<file path="src/rtl/ahb_log_acc_if.sv">
// AHB-lite slave-side bus bundle for the log-accumulator block.
interface ahb_log_acc_if;
  logic        hsel;
  logic        hready_i;
  logic        hwrite;
  logic [1:0]  htrans;
  logic [31:0] haddr;
  logic [31:0] hwdata;
  logic [31:0] hrdata;
  logic        hready_o;
  logic        hresp;

  modport slave (
    input  hsel, hready_i, hwrite, htrans, haddr, hwdata,
    output hrdata, hready_o, hresp
  );

  modport master (
    output hsel, hready_i, hwrite, htrans, haddr, hwdata,
    input  hrdata, hready_o, hresp
  );
endinterface

</file>
<file path="src/rtl/ahb_log_acc.sv">
// AHB-lite slave converting float32 samples to fixed-point log2 and
// accumulating them per channel with signed saturation.
module ahb_log_acc #(
  parameter int NCH   = 4,
  parameter int FRAC  = 16,
  parameter int ACC_W = 32
) (
  input  logic         hclk,
  input  logic         rst_n,
  ahb_log_acc_if.slave bus
);
  localparam int CH_W  = (NCH > 1) ? $clog2(NCH) : 1;
  localparam int SUM_W = ((ACC_W > 32) ? ACC_W : 32) + 2;
  localparam logic signed [SUM_W-1:0] ACC_MAX = {{(SUM_W-ACC_W+1){1'b0}}, {(ACC_W-1){1'b1}}};
  localparam logic signed [SUM_W-1:0] ACC_MIN = {{(SUM_W-ACC_W+1){1'b1}}, {(ACC_W-1){1'b0}}};

  function automatic logic signed [31:0] log2_fix(input logic [31:0] f);
    logic signed [31:0] e_s;
    logic [22:0]        m_s;
    e_s = $signed({24'd0, f[30:23]}) - 32'sd127;
    m_s = f[22:0] >> (23 - FRAC);
    return (e_s <<< FRAC) + $signed({9'd0, m_s});
  endfunction

  function automatic logic is_bad(input logic [31:0] f);
    return f[31] | (f[30:23] == 8'h00) | (f[30:23] == 8'hFF);
  endfunction

  function automatic logic signed [ACC_W-1:0] sat_add(input logic signed [ACC_W-1:0] a,
                                                      input logic signed [31:0]      b);
    logic signed [SUM_W-1:0] s;
    s = SUM_W'(a) + SUM_W'(b);
    if (s > ACC_MAX) s = ACC_MAX;
    else if (s < ACC_MIN) s = ACC_MIN;
    return s[ACC_W-1:0];
  endfunction

  logic                    dp_valid_q, dp_write_q;
  logic [7:0]              dp_idx_q;
  logic                    hready_o_q;
  logic [31:0]             hrdata_q;
  logic                    s1_valid_q, s1_valid_d;
  logic                    s1_bad_q, s1_bad_d;
  logic [CH_W-1:0]         s1_ch_q, s1_ch_d;
  logic signed [31:0]      s1_log_q, s1_log_d;
  logic signed [ACC_W-1:0] acc_q [NCH];
  logic signed [ACC_W-1:0] acc_d [NCH];
  logic [15:0]             cnt_q [NCH];
  logic [15:0]             cnt_d [NCH];
  logic [NCH-1:0]          err_q, err_d;

  logic        addr_ok_s, wr_s, clr_s, data_wr_s;
  logic        rd_start_s, slow_s, wait_s, in_wait_s, rd_load_s, rd_ch_ok_s;
  logic [7:0]  rd_idx_s;
  logic [CH_W-1:0] rd_ch_s;
  logic [31:0] rd_val_s, status_s;
  logic signed [SUM_W-1:0] acc_ext_s;
  logic        unused_s;

  assign unused_s  = ^{bus.haddr[31:10], bus.haddr[1:0], bus.htrans[0]};
  assign addr_ok_s = bus.hsel & bus.hready_i & bus.htrans[1];
  assign wr_s      = dp_valid_q & dp_write_q & hready_o_q;
  assign clr_s     = wr_s & (dp_idx_q == 8'h00) & bus.hwdata[0];
  assign data_wr_s = wr_s & (dp_idx_q[7:6] == 2'b01) & ({2'b00, dp_idx_q[5:0]} < 8'(NCH));

  // Stage 1 loads the decoded sample; clear and a DATA write never share a data phase.
  always_comb begin
    s1_valid_d = data_wr_s;
    s1_bad_d   = is_bad(bus.hwdata);
    s1_log_d   = log2_fix(bus.hwdata);
    s1_ch_d    = dp_idx_q[CH_W-1:0];
  end

  // Stage 2: saturating accumulate or sticky error; clear overrides both.
  always_comb begin
    acc_d = acc_q;
    cnt_d = cnt_q;
    err_d = err_q;
    if (clr_s) begin
      for (int i = 0; i < NCH; i++) begin
        acc_d[i] = '0;
        cnt_d[i] = 16'd0;
      end
      err_d = '0;
    end else if (s1_valid_q) begin
      if (s1_bad_q) begin
        err_d[s1_ch_q] = 1'b1;
      end else begin
        acc_d[s1_ch_q] = sat_add(acc_q[s1_ch_q], s1_log_q);
        cnt_d[s1_ch_q] = (cnt_q[s1_ch_q] == 16'hFFFF) ? 16'hFFFF : cnt_q[s1_ch_q] + 16'd1;
      end
    end else begin
      err_d = err_q;
    end
  end

  // Read scheduling: a result-register read that lands behind a live stage 1 waits one cycle.
  always_comb begin
    rd_start_s = addr_ok_s & ~bus.hwrite;
    slow_s     = (bus.haddr[9:2] == 8'h01) | bus.haddr[9];
    wait_s     = rd_start_s & slow_s & s1_valid_d;
    in_wait_s  = ~hready_o_q & dp_valid_q & ~dp_write_q;
    rd_load_s  = in_wait_s | (rd_start_s & ~wait_s);
    rd_idx_s   = in_wait_s ? dp_idx_q : bus.haddr[9:2];
  end

  // Read mux looks at next-state values so the registered data is post-update.
  always_comb begin
    rd_ch_s    = rd_idx_s[CH_W-1:0];
    rd_ch_ok_s = ({2'b00, rd_idx_s[5:0]} < 8'(NCH));
    status_s   = 32'd0;
    status_s[16 +: NCH] = err_d;
    status_s[0] = s1_valid_d;
    acc_ext_s  = SUM_W'(acc_d[rd_ch_s]);
    case (rd_idx_s[7:6])
      2'b00:   rd_val_s = (rd_idx_s[5:0] == 6'd1) ? status_s : 32'd0;
      2'b10:   rd_val_s = rd_ch_ok_s ? acc_ext_s[31:0] : 32'd0;
      2'b11:   rd_val_s = rd_ch_ok_s ? {16'd0, cnt_d[rd_ch_s]} : 32'd0;
      default: rd_val_s = 32'd0;
    endcase
  end

  // Bus-side registers: data-phase capture, wait state and read data.
  always_ff @(posedge hclk or negedge rst_n) begin
    if (!rst_n) begin
      dp_valid_q <= 1'b0;
      dp_write_q <= 1'b0;
      dp_idx_q   <= 8'd0;
      hready_o_q <= 1'b1;
      hrdata_q   <= 32'd0;
    end else begin
      if (bus.hready_i) begin
        dp_valid_q <= addr_ok_s;
        dp_write_q <= bus.hwrite;
        dp_idx_q   <= bus.haddr[9:2];
      end
      hready_o_q <= ~wait_s;
      hrdata_q   <= rd_load_s ? rd_val_s : 32'd0;
    end
  end

  // Pipeline and per-channel result state.
  always_ff @(posedge hclk or negedge rst_n) begin
    if (!rst_n) begin
      s1_valid_q <= 1'b0;
      s1_bad_q   <= 1'b0;
      s1_ch_q    <= '0;
      s1_log_q   <= 32'sd0;
      err_q      <= '0;
      for (int i = 0; i < NCH; i++) begin
        acc_q[i] <= '0;
        cnt_q[i] <= 16'd0;
      end
    end else begin
      s1_valid_q <= s1_valid_d;
      s1_bad_q   <= s1_bad_d;
      s1_ch_q    <= s1_ch_d;
      s1_log_q   <= s1_log_d;
      err_q      <= err_d;
      acc_q      <= acc_d;
      cnt_q      <= cnt_d;
    end
  end

  assign bus.hready_o = hready_o_q;
  assign bus.hrdata   = hrdata_q;
  assign bus.hresp    = 1'b0;
endmodule

</file>
<file path="src/flat_wrapper.sv">
// flat-port wrapper written by rule: the top's interface ports become plain ports
module ahb_log_acc_flat 
#(
  parameter int NCH   = 4,
  parameter int FRAC  = 16,
  parameter int ACC_W = 32
)
  (hclk, rst_n, bus_hsel, bus_hready_i, bus_hwrite, bus_htrans, bus_haddr, bus_hwdata, bus_hrdata, bus_hready_o, bus_hresp);
  ahb_log_acc_if bus_i ();
  input  logic hclk;
  input  logic rst_n;
  input wire logic [$bits(bus_i.hsel)-1:0] bus_hsel;
  input wire logic [$bits(bus_i.hready_i)-1:0] bus_hready_i;
  input wire logic [$bits(bus_i.hwrite)-1:0] bus_hwrite;
  input wire logic [$bits(bus_i.htrans)-1:0] bus_htrans;
  input wire logic [$bits(bus_i.haddr)-1:0] bus_haddr;
  input wire logic [$bits(bus_i.hwdata)-1:0] bus_hwdata;
  output wire logic [$bits(bus_i.hrdata)-1:0] bus_hrdata;
  output wire logic [$bits(bus_i.hready_o)-1:0] bus_hready_o;
  output wire logic [$bits(bus_i.hresp)-1:0] bus_hresp;
  assign bus_i.hsel = bus_hsel;
  assign bus_i.hready_i = bus_hready_i;
  assign bus_i.hwrite = bus_hwrite;
  assign bus_i.htrans = bus_htrans;
  assign bus_i.haddr = bus_haddr;
  assign bus_i.hwdata = bus_hwdata;
  assign bus_hrdata = bus_i.hrdata;
  assign bus_hready_o = bus_i.hready_o;
  assign bus_hresp = bus_i.hresp;
  ahb_log_acc #(.NCH(NCH), .FRAC(FRAC), .ACC_W(ACC_W)) u_core (.hclk(hclk), .rst_n(rst_n), .bus(bus_i));
endmodule
</file>
<file path="config.mk">
export PLATFORM = sky130hd
export DESIGN_NAME = ahb_log_acc_flat
export DESIGN_NICKNAME = d
export VERILOG_FILES = /design/src/rtl/ahb_log_acc_if.sv /design/src/rtl/ahb_log_acc.sv /design/src/flat_wrapper.sv
export SDC_FILE = /design/constraint.sdc
export NUM_CORES = 1
export LEC_CHECK = 0
export ABC_CLOCK_PERIOD_IN_PS = 13860
export BUFFER_PORTS_ARGS = -buffer_cell sky130_fd_sc_hd__buf_2
export CAP_MARGIN = 20
export CORE_MARGIN = 3
export CORE_UTILIZATION = 45
export CTS_BUF_LIST = sky130_fd_sc_hd__clkbuf_16
export CTS_CLUSTER_SIZE = 16
export DETAILED_ROUTE_END_ITERATION = 10
export SETUP_SLACK_MARGIN = 0.5
export SYNTH_ARGS = -nofsm -noshare
export SYNTH_HDL_FRONTEND = slang
export SYNTH_SLANG_ARGS = --single-unit
</file>
<file path="constraint.sdc">
create_clock -name hclk -period 13.86 [get_ports hclk]
set_input_delay 2.079 -clock hclk [delete_from_list [all_inputs] [get_ports hclk]]
set_output_delay 2.079 -clock hclk [all_outputs]
set_load 0.02 [all_outputs]
</file>
# ---- Yosys cells after proc, flatten, opt, wreduce, memory -nomap -nowiden
# Index checks and enable logic that the tools add are counted.
dict set report word_totals {
  regBits 275
  latch_bits 0
  ram_bits 0
  romBits 0
  in_bits 71
  out_inout_bits 34
  elab_cells 109
  memories 0
}
dict set report classes {
  add_sub_neg 4
  multipliers 0
  n_div 0
  order_cmp 9
  eq_ne 7
  n_shift 0
  mux 41
  bitwise 25
  n_reduce_logical 5
}
# operator n
set op_table {}
lappend op_table {{2-to-1 mux 128 bit} 3}
lappend op_table {{2-to-1 mux 32 bit} 12}
lappend op_table {{2-to-1 mux 64 bit} 3}
lappend op_table {{binary-select mux 32 bit (select 2 bit)} 2}
lappend op_table {{bitwise mux 128 bit} 1}
lappend op_table {{2-to-1 mux 16 bit} 7}
lappend op_table {{one-hot mux 32 bit (3 select lines)} 1}
lappend op_table {{binary-select mux 16 bit (select 2 bit)} 2}
lappend op_table {{bitwise mux 64 bit} 1}
lappend op_table {{demux 32 bit (select 2 bit)} 1}
lappend op_table {{adder 32 x 32 -> 33 bit} 1}
lappend op_table {{greater-than comparator 33 x 32 -> 1 bit (second input constant)} 1}
lappend op_table {{less-than comparator 33 x 32 -> 1 bit (second input constant)} 1}
lappend op_table {{adder 32 x 17 -> 32 bit} 1}
lappend op_table {{demux 16 bit (select 2 bit)} 1}
lappend op_table {{2-to-1 mux 20 bit} 1}
lappend op_table {{adder 16 x 1 -> 16 bit (second input constant)} 1}
lappend op_table {{== test 16 bit (second input constant)} 1}
lappend op_table {{logical NOT 8 bit} 2}
lappend op_table {{bitwise AND 1 bit} 14}
lappend op_table {{less-than comparator 6 x 3 -> 1 bit (second input constant)} 2}
lappend op_table {{2-to-1 mux 4 bit} 3}
lappend op_table {{subtractor 8 x 7 -> 9 bit (second input constant)} 1}
lappend op_table {{== test 8 x 1 -> 1 bit (second input constant)} 1}
lappend op_table {{17 further kinds} 27}

# ---- Depth between registers and ports, before layout
# Gate-level depths: netlist (run 1).
dict set report logic_depth {
  word_depth 21
  ltp_mapped 21
  depth_no_buf 15
}

# ---- Worst setup path after synthesis (run 1)
# Ideal clock, no wire load.
dict set report synth_timing {
  path_kind {register to register}
  start {reg u_core.s1_ch_q[0]}
  end {reg u_core.hrdata_q[6] (netlist: u_core.bus.hrdata[6])}
  setup_ns 0.067
  t_arrival_ns 5.462
  required_time_ns 13.793
  slack_ns 8.330
  stages_incl_launch_ff 19
  n_path_buf 8
  period_less_slack_ns 5.530
  cell_sequence {dfrtp_1 buf_4 buf_4 buf_2 clkbuf_1 clkbuf_1 buf_1 mux4_2 ha_1 clkbuf_1 nand4_1 or4_4 a31oi_4 mux2i_2 buf_6 nand2_1 a311o_1 a311oi_1 a311o_1}
}
dict set report synth_between {
  elab_chain_len 21
  elab_cells_between_ends 43
  classes_between {2 x add/sub; 4 x order compare; 1 x eq/ne; 34 x mux; 1 x bitwise; 1 x reduce/logical}
}
# item line
set synth_rtl {}
lappend synth_rtl {{start, declared} ahb_log_acc.sv:44} ;# logic [CH_W-1:0] s1_ch_q, s1_ch_d;
lappend synth_rtl {{start signal, assigned} ahb_log_acc.sv:157} ;# s1_ch_q <= s1_ch_d;
lappend synth_rtl {{NOT 2 -> 3 bit (*)} {ahb_log_acc.sv:89, ahb_log_acc.sv:90}}
lappend synth_rtl {{binary-select mux 32 bit (select 2 bit)} ahb_log_acc.sv:89} ;# acc_d[s1_ch_q] = sat_add(acc_q[s1_ch_q], s1_log_q);
lappend synth_rtl {{2-to-1 mux 32 bit (not written as such) (2 in a row)} ahb_log_acc.sv:89}
lappend synth_rtl {{adder 32 x 32 -> 33 bit} ahb_log_acc.sv:32} ;# s = SUM_W'(a) + SUM_W'(b);
lappend synth_rtl {{less-than comparator 33 x 32 -> 1 bit} ahb_log_acc.sv:34} ;# else if (s < ACC_MIN) s = ACC_MIN;
lappend synth_rtl {{2-to-1 mux 32 bit} ahb_log_acc.sv:34}
lappend synth_rtl {{2-to-1 mux 32 bit} ahb_log_acc.sv:33} ;# if (s > ACC_MAX) s = ACC_MAX;
lappend synth_rtl {{2-to-1 mux 32 bit} ahb_log_acc.sv:86} ;# if (s1_bad_q) begin
lappend synth_rtl {{(+3 left out)} n/a}
lappend synth_rtl {{2-to-1 mux 128 bit} ahb_log_acc.sv:86}
lappend synth_rtl {{2-to-1 mux 128 bit} ahb_log_acc.sv:85} ;# end else if (s1_valid_q) begin
lappend synth_rtl {{2-to-1 mux 128 bit} ahb_log_acc.sv:79} ;# if (clr_s) begin
lappend synth_rtl {{binary-select mux 32 bit (select 2 bit)} ahb_log_acc.sv:114} ;# acc_ext_s = SUM_W'(acc_d[rd_ch_s]);
lappend synth_rtl {{2-to-1 mux 32 bit (not written as such) (2 in a row)} ahb_log_acc.sv:114}
lappend synth_rtl {{2-to-1 mux 32 bit} ahb_log_acc.sv:117} ;# 2'b10: rd_val_s = rd_ch_ok_s ? acc_ext_s[31:0] : 32'd0;
lappend synth_rtl {{one-hot mux 32 bit (3 select lines) (*)} ahb_log_acc.sv:115} ;# case (rd_idx_s[7:6])
lappend synth_rtl {{2-to-1 mux 32 bit (*)} ahb_log_acc.sv:138} ;# hrdata_q <= rd_load_s ? rd_val_s : 32'd0;
lappend synth_rtl {{end signal, assigned} ahb_log_acc.sv:138}
lappend synth_rtl {{end, declared} ahb_log_acc.sv:41} ;# logic [31:0] hrdata_q;
# Mark *: on every way between the ends. The rest lies on a longest branch, timed or not. The select of a mux whose other input is x is not followed.
# A chain may end at the register's enable or synchronous reset.

# ---- Worst setup path in the final report (run 1)
# Same ends and word-level chain as after synthesis.

==> results of run 1 <==
-- critical path, delay by kind of cell, from the launching register on --
family                     cells  cell delay [ns]
AOI/OAI and AO/OA              5             1.74
buffers and inverters          3             1.41
muxes                          2             1.20
DFF                            1             0.94
and+or+nand+nor                3             0.76
adders and majority gates      1             0.61
-- report_power, final --
| part | leakage, nW | internal (W) | switching [W] |
|---|---|---|---|
| registers | 2.91 | 0.000816 | 0.0000305 |
| clock network | 0.543 | 0.000513 | 0.000351 |
| logic | 3.78 | 0.000159 | 0.000297 |
| total | 7.23 | 0.00149 | 0.000679 |
-- state kept, by name, indices dropped and copies added, names as in the netlist --
register             count
u_core.err_q             4
u_core.s1_ch_q           2
u_core.dp_valid_q        1
u_core.acc_q           128
u_core.s1_valid_q        1
u_core.bus.hrdata       32
u_core.cnt_q            64
u_core.bus.hready_o      1
u_core.dp_write_q        1
u_core.s1_bad_q          1
u_core.dp_idx_q          8
u_core.s1_log_q         25
-- stage by stage --
stage                 util  worst slack, ns  hold WS (ns)
floorplan                -            8.330        0.4052
global placement    0.4779            7.132        0.4763
detailed placement  0.4779            7.114        0.4839
CTS                 0.5079            7.090        0.4978
global route        0.5079            6.672        0.5194
finish              0.5079            7.050        0.4958
-- routing by layer --
layer | track usage | vias up | share of wire
li1 | - | 6758 | -
met1 | 0.4018 | 7285 | 0.42
met2 | 0.4307 | 722 | 0.45
met3 | 0.04957 | 127 | 0.087
met4 | 0.1125 | 0 | 0.039
met5 | 0 | - | 0
-- final timing paths --
check,start,depth (start not counted),endpoint
worst max register to register,u_core.s1_ch_q[0],14,u_core.bus.hrdata[6]
worst min-delay path,u_core.dp_idx_q[1],0,u_core.s1_ch_q[1]
min in group asynchronous,rst_n,1,u_core.s1_log_q[14]
max in group asynchronous,rst_n,2,u_core.s1_ch_q[0]
worst min register to register,u_core.dp_idx_q[1],0,u_core.s1_ch_q[1]
worst max-delay path,u_core.s1_ch_q[0],14,u_core.bus.hrdata[6]
-- kinds of logic (layout without fill, tap and decap cells) --
logic type / Yosys count / after routing
other: 1 / 1
buffers and inverters: 174 / 189
adder cells (fa/ha/maj): 40 / 40
XOR/XNOR: 40 / 40
multiplexers: 81 / 81
AO/OA/AOI/OAI: 645 / 645
flip-flops: 268 / 268
AND/OR/NAND/NOR: 574 / 574
-- layout make-up --
cell class | count | share of cell area
clock buffer | 35 | 0.04825
clock inverter | 22 | 0.01068
inverter | 27 | 0.005583
multi-input combinational | 1381 | 0.4992
sequential | 268 | 0.3698
tap | 461 | 0.03178
timing repair buffer | 105 | 0.03474
-- cell usage in the layout (no fill, tap or decap), types with 6 or more instances in the layout --
cell,n
sky130_fd_sc_hd__a211oi_1,126
sky130_fd_sc_hd__a21o_1,14
sky130_fd_sc_hd__a21oi_1,178
sky130_fd_sc_hd__a21oi_2,14
sky130_fd_sc_hd__a221oi_1,11
sky130_fd_sc_hd__a31oi_1,20
sky130_fd_sc_hd__and2_1,9
sky130_fd_sc_hd__and3_1,6
sky130_fd_sc_hd__buf_2,71
sky130_fd_sc_hd__buf_4,32
sky130_fd_sc_hd__clkbuf_16,35
sky130_fd_sc_hd__clkinv_1,7
sky130_fd_sc_hd__clkinv_2,6
sky130_fd_sc_hd__dfrtp_1,265
sky130_fd_sc_hd__ha_1,35
sky130_fd_sc_hd__inv_1,30
sky130_fd_sc_hd__mux2_2,12
sky130_fd_sc_hd__mux2i_1,12
sky130_fd_sc_hd__mux4_2,52
sky130_fd_sc_hd__nand2_1,157
sky130_fd_sc_hd__nand2b_1,8
sky130_fd_sc_hd__nand3_1,35
sky130_fd_sc_hd__nand4_1,18
sky130_fd_sc_hd__nor2_1,262
sky130_fd_sc_hd__nor3_1,41
sky130_fd_sc_hd__nor4_1,9
sky130_fd_sc_hd__o2111ai_1,11
sky130_fd_sc_hd__o211ai_1,14
sky130_fd_sc_hd__o21ai_0,147
sky130_fd_sc_hd__o21ai_1,10
sky130_fd_sc_hd__o221ai_1,8
sky130_fd_sc_hd__o22ai_1,12
sky130_fd_sc_hd__o31ai_1,10
sky130_fd_sc_hd__xnor2_1,23
sky130_fd_sc_hd__xor2_1,17
==> results.py, run 1 <==
metrics = {
    "finish": {
        "final_cell_area_um2": 18150,
        "fillers": 3372,
        "share_of_final_layout_standard_cells_stronger_than_drive_strength_1": 0.1447,
        "antenna_cells": 0,
        "finish.cell_count_without_fillers": 2299,
        "num-nets-final": 1924,
        "regArea_um2": 6713,
        "multi_input_comb_area_um2": 9061,
        "syn2layout_area_growth_pct": 10.62,
    },
    "sta": {
        "slew_violations": 0,
        "finClkSkew_ns": 0.02167,
        "finalHoldViolations": 0,
        "max_freq_mhz": 146.8,
        "tns_ns": 0,
        "slew_headroom": 0.2087,
        "setup_viol_count_final": 0,
        "grt_setup_unrepaired": "no",
        "max_slew.worst_pin.slew_ns": 1.179,
        "layout_worst_path_cycle_share": 0.4914,
        "period_minus_slack_ns": 6.810,
    },
    "pwr": {
        "pwr_density_cell_nw_per_um2": 119.3,
        "fin_total_pwr_w": 0.002166,
        "power_leakage_nw": 7.229,
        "vdd_drop_max_v": 0.00008337,
    },
    "floorplanning": {
        "core_area_um2": 35740,
        "fp.dieArea_um2": 38790,
        "start_util": 0.4591,
        "num_rows": 69,
        "x_dimension_of_the_die_um": 197.0,
        "ios": 105,
        "die-height_um": 197.0,
    },
    "synthesis": {
        "post_synth_xor_area_fraction": 0.02135,
        "synth_largest_type_area_fraction": 0.4072,
        "syn-mean-instance-area_um2": 9.001,
        "largest_area_contributor_in_the_netlist": "sky130_fd_sc_hd__dfrtp_1",
        "async_reset_ff_frac": 1.000,
        "synth_sequential_area_ratio": 0.4088,
        "synth_top_family_by_area": "compound AO/OA/AOI/OAI gates",
        "synth.top_cells.by_area": "sky130_fd_sc_hd__dfrtp_1, sky130_fd_sc_hd__mux4_2, sky130_fd_sc_hd__nor2_1, sky130_fd_sc_hd__a211oi_1, sky130_fd_sc_hd__a21oi_1",
        "syn_nets": 1930,
        "post-synth-top-count-cell": "sky130_fd_sc_hd__dfrtp_1",
        "ys_types": 84,
        "post_synth_mux_area_share": 0.09173,
        "synth-warning-count": 0,
        "synth_enable_flop_cells": 0,
        "synth-simple-area-share": 0.1506,
        "mappedNetlistArea_um2": 16410,
        "post_synth_most_frequent_cells": "sky130_fd_sc_hd__dfrtp_1, sky130_fd_sc_hd__nor2_1, sky130_fd_sc_hd__a21oi_1, sky130_fd_sc_hd__nand2_1, sky130_fd_sc_hd__o21ai_0",
        "postSynthRegisterBits": 268,
        "synth_compound_area_frac": 0.2530,
        "synth_ff_type": "sky130_fd_sc_hd__dfrtp_1",
        "cell_count_after_synthesis": 1823,
        "yosys.area_share.adder": 0.03042,
    },
    "grt": {
        "overflow": 0,
        "grt_usage": 0.2821,
        "number_of_antenna_violations_at_the_first_check_in_global_routing": 0,
        "grt_pass1_vias": 14467,
        "grt_pass1_wl_um": 85930,
        "grt_max_degree": 175,
    },
    "clock_tree": {
        "ctsLongestPathBuffers": 3,
        "worst_skew_pair.late_latency_ns": 0.54,
        "cts_root_buf": "sky130_fd_sc_hd__clkbuf_16",
        "clk_slew_on_worst_s_h_paths_ns": 0.06,
        "cts_tree": "built",
        "number_of_post_cts_setup_repair_buffers": 0,
        "clock_buffers_created_by_tritoncts": 34,
        "cts.sink_count": 268,
        "ctsResizeCount": 0,
        "hold_buffers": 0,
        "cts_htree_levels": 2,
    },
    "routing": {
        "drtAntennaViolNets": 0,
        "avgViaCountPerCell": 6.478,
        "wire_per_inst_um": 23.97,
        "drt_drc_violations_left": 0,
        "routed_wl_um": 55110,
        "detail_route.iter0.violations": 1695,
        "route.vias.total": 14892,
        "drt_pass1_iterations": 5,
    },
    "critical_path": {
        "cpMaxStageDelayCell": "sky130_fd_sc_hd__dfrtp_4",
        "type_of_the_worst_setup_path": "flip-flop to flip-flop",
        "cp.arrival_ns": 7.27,
        "crit_path_max_fanout": 46,
        "ff2ff_setup_slack_ns": 7.05,
        "crit_required_ns": 14.32,
        "worst_setup_path_start_kind": "flip-flop",
        "timing.critical_path.slowest_cell_delay_ns": 0.94,
        "setup.worst_path.end_class": "flip-flop",
        "worstPathCellList": "buf_4, mux4_2, ha_1, nand3_1, nor4_1, nand2_1, o2111ai_1, o21ai_0, mux2i_4, buf_4, inv_2, a311o_1, a311oi_1, a311o_1",
    },
    "hold_path": {
        "timing.hold.worst.class": "flip-flop to flip-flop",
    },
    "status": {
        "status": "finished clean",
    },
    "placement": {
        "placed_cells_incl_taps": 2242,
        "place_area_um2": 17080,
        "place.port_buffers": 72,
        "place_congestion": 0.9067,
        "dp_hpwl_um": 35200,
    },
    "run": {
        "cap_violations": 0,
    },
}
Power figures use the tool's default switching activity.
==> run 2, diff against run 1 <==
Settings changed: ABC_CLOCK_PERIOD_IN_PS 13860 to 7000.
Clock period 13.86 ns to 7 ns, I/O delays scaled along.
==> results.py, run 2 (synthesis results as in run 1) <==
metrics = {
    "placement": {
        "place_congestion": 0.9196,
        "detailedPlace.worstSlack_ns": 1.317,
        "placed_cells_incl_taps": 2252,
        "dp_hpwl_um": 36650,
        "place.port_buffers": 72,
        "place_area_um2": 17190,
    },
    "routing": {
        "drt_pass1_iterations": 7,
        "routed_wl_um": 55730,
        "wl_met1_um": 23920,
        "avgViaCountPerCell": 6.499,
        "top_layer_used": "met4",
        "wire_per_inst_um": 24.11,
        "drtAntennaViolNets": 0,
        "detail_route.iter0.violations": 1509,
        "dr_wl_met3_um": 4565,
        "drt_drc_violations_left": 0,
        "wl_met2_um": 25250,
        "route.vias.total": 15020,
    },
    "finish": {
        "finish.cell_count_without_fillers": 2311,
        "finish.utilization": 0.5095,
        "syn2layout_area_growth_pct": 10.98,
        "mostFrequentLayoutCell": "sky130_fd_sc_hd__dfrtp_1",
        "share_of_final_layout_standard_cells_stronger_than_drive_strength_1": 0.1503,
        "max_flop_register": "u_core.acc_q",
        "num-nets-final": 1933,
        "layout_common_cells": "sky130_fd_sc_hd__dfrtp_1, sky130_fd_sc_hd__nor2_1, sky130_fd_sc_hd__a21oi_1",
        "antenna_cells": 0,
        "number_of_flip_flops_under_the_largest_register_name": 128,
        "fillers": 3389,
        "final_cell_area_um2": 18210,
    },
    "status": {
        "status": "finished clean",
    },
    "clock_tree": {
        "cts_tree": "built",
        "ctsResizeCount": 0,
        "cts_root_buf": "sky130_fd_sc_hd__clkbuf_16",
        "cts_htree_levels": 1,
        "worst_skew_pair.late_latency_ns": 0.59,
        "number_of_post_cts_setup_repair_buffers": 0,
        "clock_buffers_created_by_tritoncts": 31,
        "cts.sink_count": 268,
        "clk_slew_on_worst_s_h_paths_ns": 0.06,
        "ctsLongestPathBuffers": 3,
        "hold_buffers": 0,
    },
    "hold_path": {
        "timing.hold.worst.class": "input pin to async pin",
    },
    "grt": {
        "grt_pass1_wl_um": 86430,
        "number_of_antenna_violations_at_the_first_check_in_global_routing": 1,
        "overflow": 0,
        "grt_max_degree": 98,
        "grt_pass1_vias": 14591,
        "grt_usage": 0.2836,
    },
    "pwr": {
        "pwr_density_cell_nw_per_um2": 229.4,
        "combinational_fraction_of_design_power": 0.217,
        "sequentialPowerShare": 0.403,
        "share_of_power_burned_in_the_clock_network": 0.379,
        "power_leakage_nw": 7.267,
        "vdd_drop_max_v": 0.0001899,
        "net-switching-power_w": 0.001327,
        "p_sw_frac": 0.3178,
        "internal_power_w": 0.002850,
    },
    "sta": {
        "finalHoldViolations": 0,
        "tns_ns": 0,
        "slew_violations": 0,
        "max_slew.worst_pin.slew_ns": 1.169,
        "fin_ws_ns": 1.206,
        "period_minus_slack_ns": 5.794,
        "max_freq_mhz": 172.6,
        "slew_headroom": 0.2207,
        "finClkSkew_ns": 0.02332,
        "setup_viol_count_final": 0,
        "grt_setup_unrepaired": "no",
        "layout_worst_path_cycle_share": 0.8277,
    },
    "floorplanning": {
        "num_rows": 69,
        "die-height_um": 197.0,
        "start_util": 0.4591,
        "ios": 105,
        "core_area_um2": 35740,
        "x_dimension_of_the_die_um": 197.0,
        "fp.dieArea_um2": 38790,
    },
    "critical_path": {
        "crit_required_ns": 7.45,
        "crit_path_max_fanout": 48,
        "cp.arrival_ns": 6.25,
        "type_of_the_worst_setup_path": "flip-flop to flip-flop",
        "worst_setup_path_start_kind": "flip-flop",
        "setup.worst_path.end_class": "flip-flop",
    },
    "run": {
        "cap_violations": 0,
    },
}
run 2: changes by cell type in the layout (fill, tap and decap cells not counted):
cell	previous run	this run
sky130_fd_sc_hd__buf_4	32	40
sky130_fd_sc_hd__clkbuf_16	35	31
sky130_fd_sc_hd__clkinv_1	7	3
sky130_fd_sc_hd__buf_12	1	4
sky130_fd_sc_hd__clkinvlp_4	0	3
sky130_fd_sc_hd__inv_1	30	33
sky130_fd_sc_hd__clkinv_2	6	8
sky130_fd_sc_hd__clkinv_8	2	0
sky130_fd_sc_hd__buf_16	0	1
sky130_fd_sc_hd__clkinv_4	0	1
sky130_fd_sc_hd__inv_6	0	1
sky130_fd_sc_hd__nor2b_1	4	5
sky130_fd_sc_hd__nor2b_2	1	0
run 2: power by group through the flow:
| stage | clock network, W | logic, W | registers, W |
|---|---|---|---|
| 4_1_cts | 0.00162 | 0.000896 | 0.00168 |
| 5_1_grt | 0.00168 | 0.000990 | 0.00169 |
| 3_5_place_dp | 0 | 0.000891 | 0.00171 |
| 6_report | 0.00158 | 0.000908 | 0.00168 |
| 3_3_place_gp | 0 | 0.000880 | 0.00171 |
| 2_1_floorplan | 0 | 0.000647 | 0.00167 |
run 2: area by class of cell:
class / count / area (um2) / area share
multi-input combinational: 1381 / 9059 / 0.4974
sequential: 268 / 6713 / 0.3686
timing repair buffer: 117 / 778.2 / 0.04273
clock buffer: 31 / 775.7 / 0.04260
tap: 461 / 576.8 / 0.03167
clock inverter: 26 / 207.7 / 0.01141
inverter: 27 / 101.3 / 0.005565
run 2: worst paths after layout:
kind / endpoint / start / slack (ns) / depth (start not counted)
max: u_core.bus.hrdata[24] / u_core.s1_ch_q[0] / 1.21 / 15
min: u_core.s1_log_q[23] / rst_n / 0.43 / 1
max reg2reg: u_core.bus.hrdata[24] / u_core.s1_ch_q[0] / 1.21 / 15
min reg2reg: u_core.s1_ch_q[0] / u_core.dp_idx_q[0] / 0.50 / 0
max in group asynchronous: u_core.acc_q[92] / rst_n / 5.29 / 2
min in group hclk: u_core.s1_ch_q[0] / u_core.dp_idx_q[0] / 0.50 / 0
run 2: stage by stage:
stage,total power (W),hold WS [ns]
6_report,0.004177,0.4276
5_1_grt,0.004362,0.4710
4_1_cts,0.004198,0.4635
3_5_place_dp,0.002601,0.4839
3_3_place_gp,0.002588,0.4726
2_1_floorplan,0.002318,0.4052
run 2: critical path, stage by stage, from the launching register on:
cell                       delay [ns]
sky130_fd_sc_hd__dfrtp_4         1.05
sky130_fd_sc_hd__buf_4           0.37
sky130_fd_sc_hd__mux4_2          0.58
sky130_fd_sc_hd__ha_1            0.49
sky130_fd_sc_hd__nand2_1         0.17
sky130_fd_sc_hd__nor3_1          0.20
sky130_fd_sc_hd__inv_1           0.08
sky130_fd_sc_hd__or4_4           0.45
sky130_fd_sc_hd__a31oi_4         0.39
sky130_fd_sc_hd__mux2i_4         0.65
sky130_fd_sc_hd__buf_4           0.30
sky130_fd_sc_hd__a21oi_2         0.12
sky130_fd_sc_hd__a21oi_1         0.20
sky130_fd_sc_hd__a21oi_1         0.06
sky130_fd_sc_hd__a21o_1          0.20
sky130_fd_sc_hd__a211oi_1        0.28
run 2: routing by layer:
layer | GRT usage | vias to the layer above
li1 | - | 6792
met1 | 0.4037 | 7396
met2 | 0.4453 | 717
met3 | 0.04171 | 115
met4 | 0.1014 | 0
met5 | 0 | -
==> run 3, diff against run 2 <==
Settings changed: ABC_CLOCK_PERIOD_IN_PS 7000 to 5500.
Clock period 7 ns to 5.5 ns, I/O delays scaled along.
==> results.py, run 3 (synthesis results as in run 1) <==
metrics = {
    "status": {
        "status": "finished clean",
    },
    "floorplanning": {
        "fp.dieArea_um2": 38790,
        "x_dimension_of_the_die_um": 197.0,
        "start_util": 0.4591,
        "ios": 105,
        "die-height_um": 197.0,
        "core_area_um2": 35740,
        "num_rows": 69,
    },
    "sta": {
        "grt_setup_unrepaired": "yes",
        "period_minus_slack_ns": 4.817,
        "slew_headroom": 0.2956,
        "layout_worst_path_cycle_share": 0.8758,
        "setup_viol_count_final": 0,
        "max_freq_mhz": 207.6,
        "finClkSkew_ns": 0.02772,
        "finalHoldViolations": 0,
        "tns_ns": 0,
        "slew_violations": 0,
        "max_slew.worst_pin.slew_ns": 1.043,
    },
    "routing": {
        "route.vias.total": 15201,
        "drtAntennaViolNets": 0,
        "routed_wl_um": 56550,
        "drt_pass1_iterations": 6,
        "detail_route.iter0.violations": 1650,
        "drt_drc_violations_left": 0,
        "avgViaCountPerCell": 6.436,
        "wire_per_inst_um": 23.94,
    },
    "grt": {
        "grt_pass1_vias": 14661,
        "number_of_antenna_violations_at_the_first_check_in_global_routing": 0,
        "grt_usage": 0.2900,
        "grt_pass1_wl_um": 87480,
        "overflow": 0,
        "grt_max_degree": 110,
    },
    "finish": {
        "share_of_final_layout_standard_cells_stronger_than_drive_strength_1": 0.1746,
        "final_cell_area_um2": 18700,
        "antenna_cells": 0,
        "syn2layout_area_growth_pct": 13.98,
        "num-nets-final": 1985,
        "number_of_flip_flops_under_the_largest_register_name": 128,
        "layout_common_cells": "sky130_fd_sc_hd__dfrtp_1, sky130_fd_sc_hd__nor2_1, sky130_fd_sc_hd__a21oi_1",
        "max_flop_register": "u_core.acc_q",
        "mostFrequentLayoutCell": "sky130_fd_sc_hd__dfrtp_1",
        "fillers": 3384,
    },
    "placement": {
        "dp_hpwl_um": 37520,
        "place_congestion": 0.9053,
        "place_area_um2": 17430,
        "place.port_buffers": 72,
    },
    "clock_tree": {
        "clock_buffers_created_by_tritoncts": 34,
        "cts_htree_levels": 2,
        "ctsLongestPathBuffers": 3,
        "cts_root_buf": "sky130_fd_sc_hd__clkbuf_16",
        "clk_slew_on_worst_s_h_paths_ns": 0.06,
        "cts.sink_count": 268,
        "cts_tree": "built",
        "worst_skew_pair.late_latency_ns": 0.56,
    },
    "critical_path": {
        "crit_path_max_fanout": 12,
        "setup.worst_path.end_class": "flip-flop",
        "ff2ff_setup_slack_ns": 0.68,
        "type_of_the_worst_setup_path": "flip-flop to flip-flop",
        "worst_setup_path_start_kind": "flip-flop",
        "crit_required_ns": 5.85,
        "cp.arrival_ns": 5.17,
    },
    "pwr": {
        "pwr_density_cell_nw_per_um2": 294.7,
        "power_leakage_nw": 7.549,
        "vdd_drop_max_v": 0.0002241,
    },
    "hold_path": {
        "timing.hold.worst.class": "input pin to async pin",
    },
    "run": {
        "cap_violations": 0,
    },
}
## run 3: cell types whose count changed in the layout (fill, tap and decap cells not counted), moves of 3 or more
cell	delta
sky130_fd_sc_hd__buf_4	+48
sky130_fd_sc_hd__a21oi_2	+5
sky130_fd_sc_hd__clkinv_1	+3
sky130_fd_sc_hd__clkinv_2	-5
sky130_fd_sc_hd__clkbuf_16	+4
sky130_fd_sc_hd__a21oi_1	-5
## run 3: routing by layer
metal	up-vias	track usage	routed length [um]
met1	7439	0.4101	24370
met3	158	0.06000	4803
met2	716	0.4325	24710
met5	-	0	0
li1	6888	-	-
met4	0	0.1296	2667
## run 3: worst max-delay path: stages (launching register included)
cell,delay (ns)
sky130_fd_sc_hd__dfrtp_4,0.47
sky130_fd_sc_hd__buf_12,0.18
sky130_fd_sc_hd__mux4_2,0.55
sky130_fd_sc_hd__ha_1,0.37
sky130_fd_sc_hd__o211ai_1,0.14
sky130_fd_sc_hd__o211ai_2,0.26
sky130_fd_sc_hd__a21oi_1,0.20
sky130_fd_sc_hd__or4_4,0.59
sky130_fd_sc_hd__a31o_2,0.37
sky130_fd_sc_hd__mux2i_4,0.27
sky130_fd_sc_hd__buf_4,0.18
sky130_fd_sc_hd__a21oi_2,0.25
sky130_fd_sc_hd__a21oi_1,0.14
sky130_fd_sc_hd__o2111ai_1,0.38
sky130_fd_sc_hd__o21ai_1,0.26
## run 3: through the flow
step / util / total power (W) / hold WS, ns / worst slack (ns) / instances
3_3_place_gp: 0.4877 / 0.003324 / 0.4829 / 0.1051 / 2288
3_5_place_dp: 0.4877 / 0.003336 / 0.4925 / 0.1189 / 2288
6_report: 0.5233 / 0.005511 / 0.3186 / 0.6832 / 2362
2_1_floorplan: - / 0.002953 / 0.4052 / 0.5812 / 1823
4_1_cts: 0.5197 / 0.005513 / 0.3456 / 0.4582 / 2352
5_1_grt: 0.5233 / 0.005753 / 0.3557 / 0.4833 / 2362
## run 3: repair_timing
item,4_1_cts,5_1_grt
pin swaps,0,1
endpoints found under the setup margin,20,17
cloned,0,0
buffers inserted,5,10
gates resized for setup,3,9
hold endpoints to repair,0,0
hold buffers,0,0
## run 3: report_power, final
part,total (W),internal (W),switching (W)
registers,0.00212,0.00206,0.0000667
clock network,0.00215,0.00125,0.000897
logic,0.00124,0.000460,0.000783
## run 3: area by class of cell
cell class / count / area, um2 / share of cell area
timing repair buffer: 166 / 1166 / 0.06235
clock inverter: 24 / 182.7 / 0.009767
multi-input combinational: 1381 / 9085 / 0.4858
inverter: 27 / 101.3 / 0.005419
tap: 461 / 576.8 / 0.03084
clock buffer: 35 / 875.8 / 0.04683
sequential: 268 / 6715 / 0.3590
## run 3: worst paths after layout
path	cells past startpoint	endpoint	startpoint
setup / recovery	14	u_core.bus.hrdata[12]	u_core.s1_ch_q[0]
hold / removal	1	u_core.s1_log_q[22]	rst_n
setup reg to reg	14	u_core.bus.hrdata[12]	u_core.s1_ch_q[0]
hold reg to reg	0	u_core.s1_ch_q[0]	u_core.dp_idx_q[0]
max in group asynchronous	2	u_core.cnt_q[20]	rst_n
min in group hclk	1	u_core.s1_log_q[6]	bus_hwdata[13]
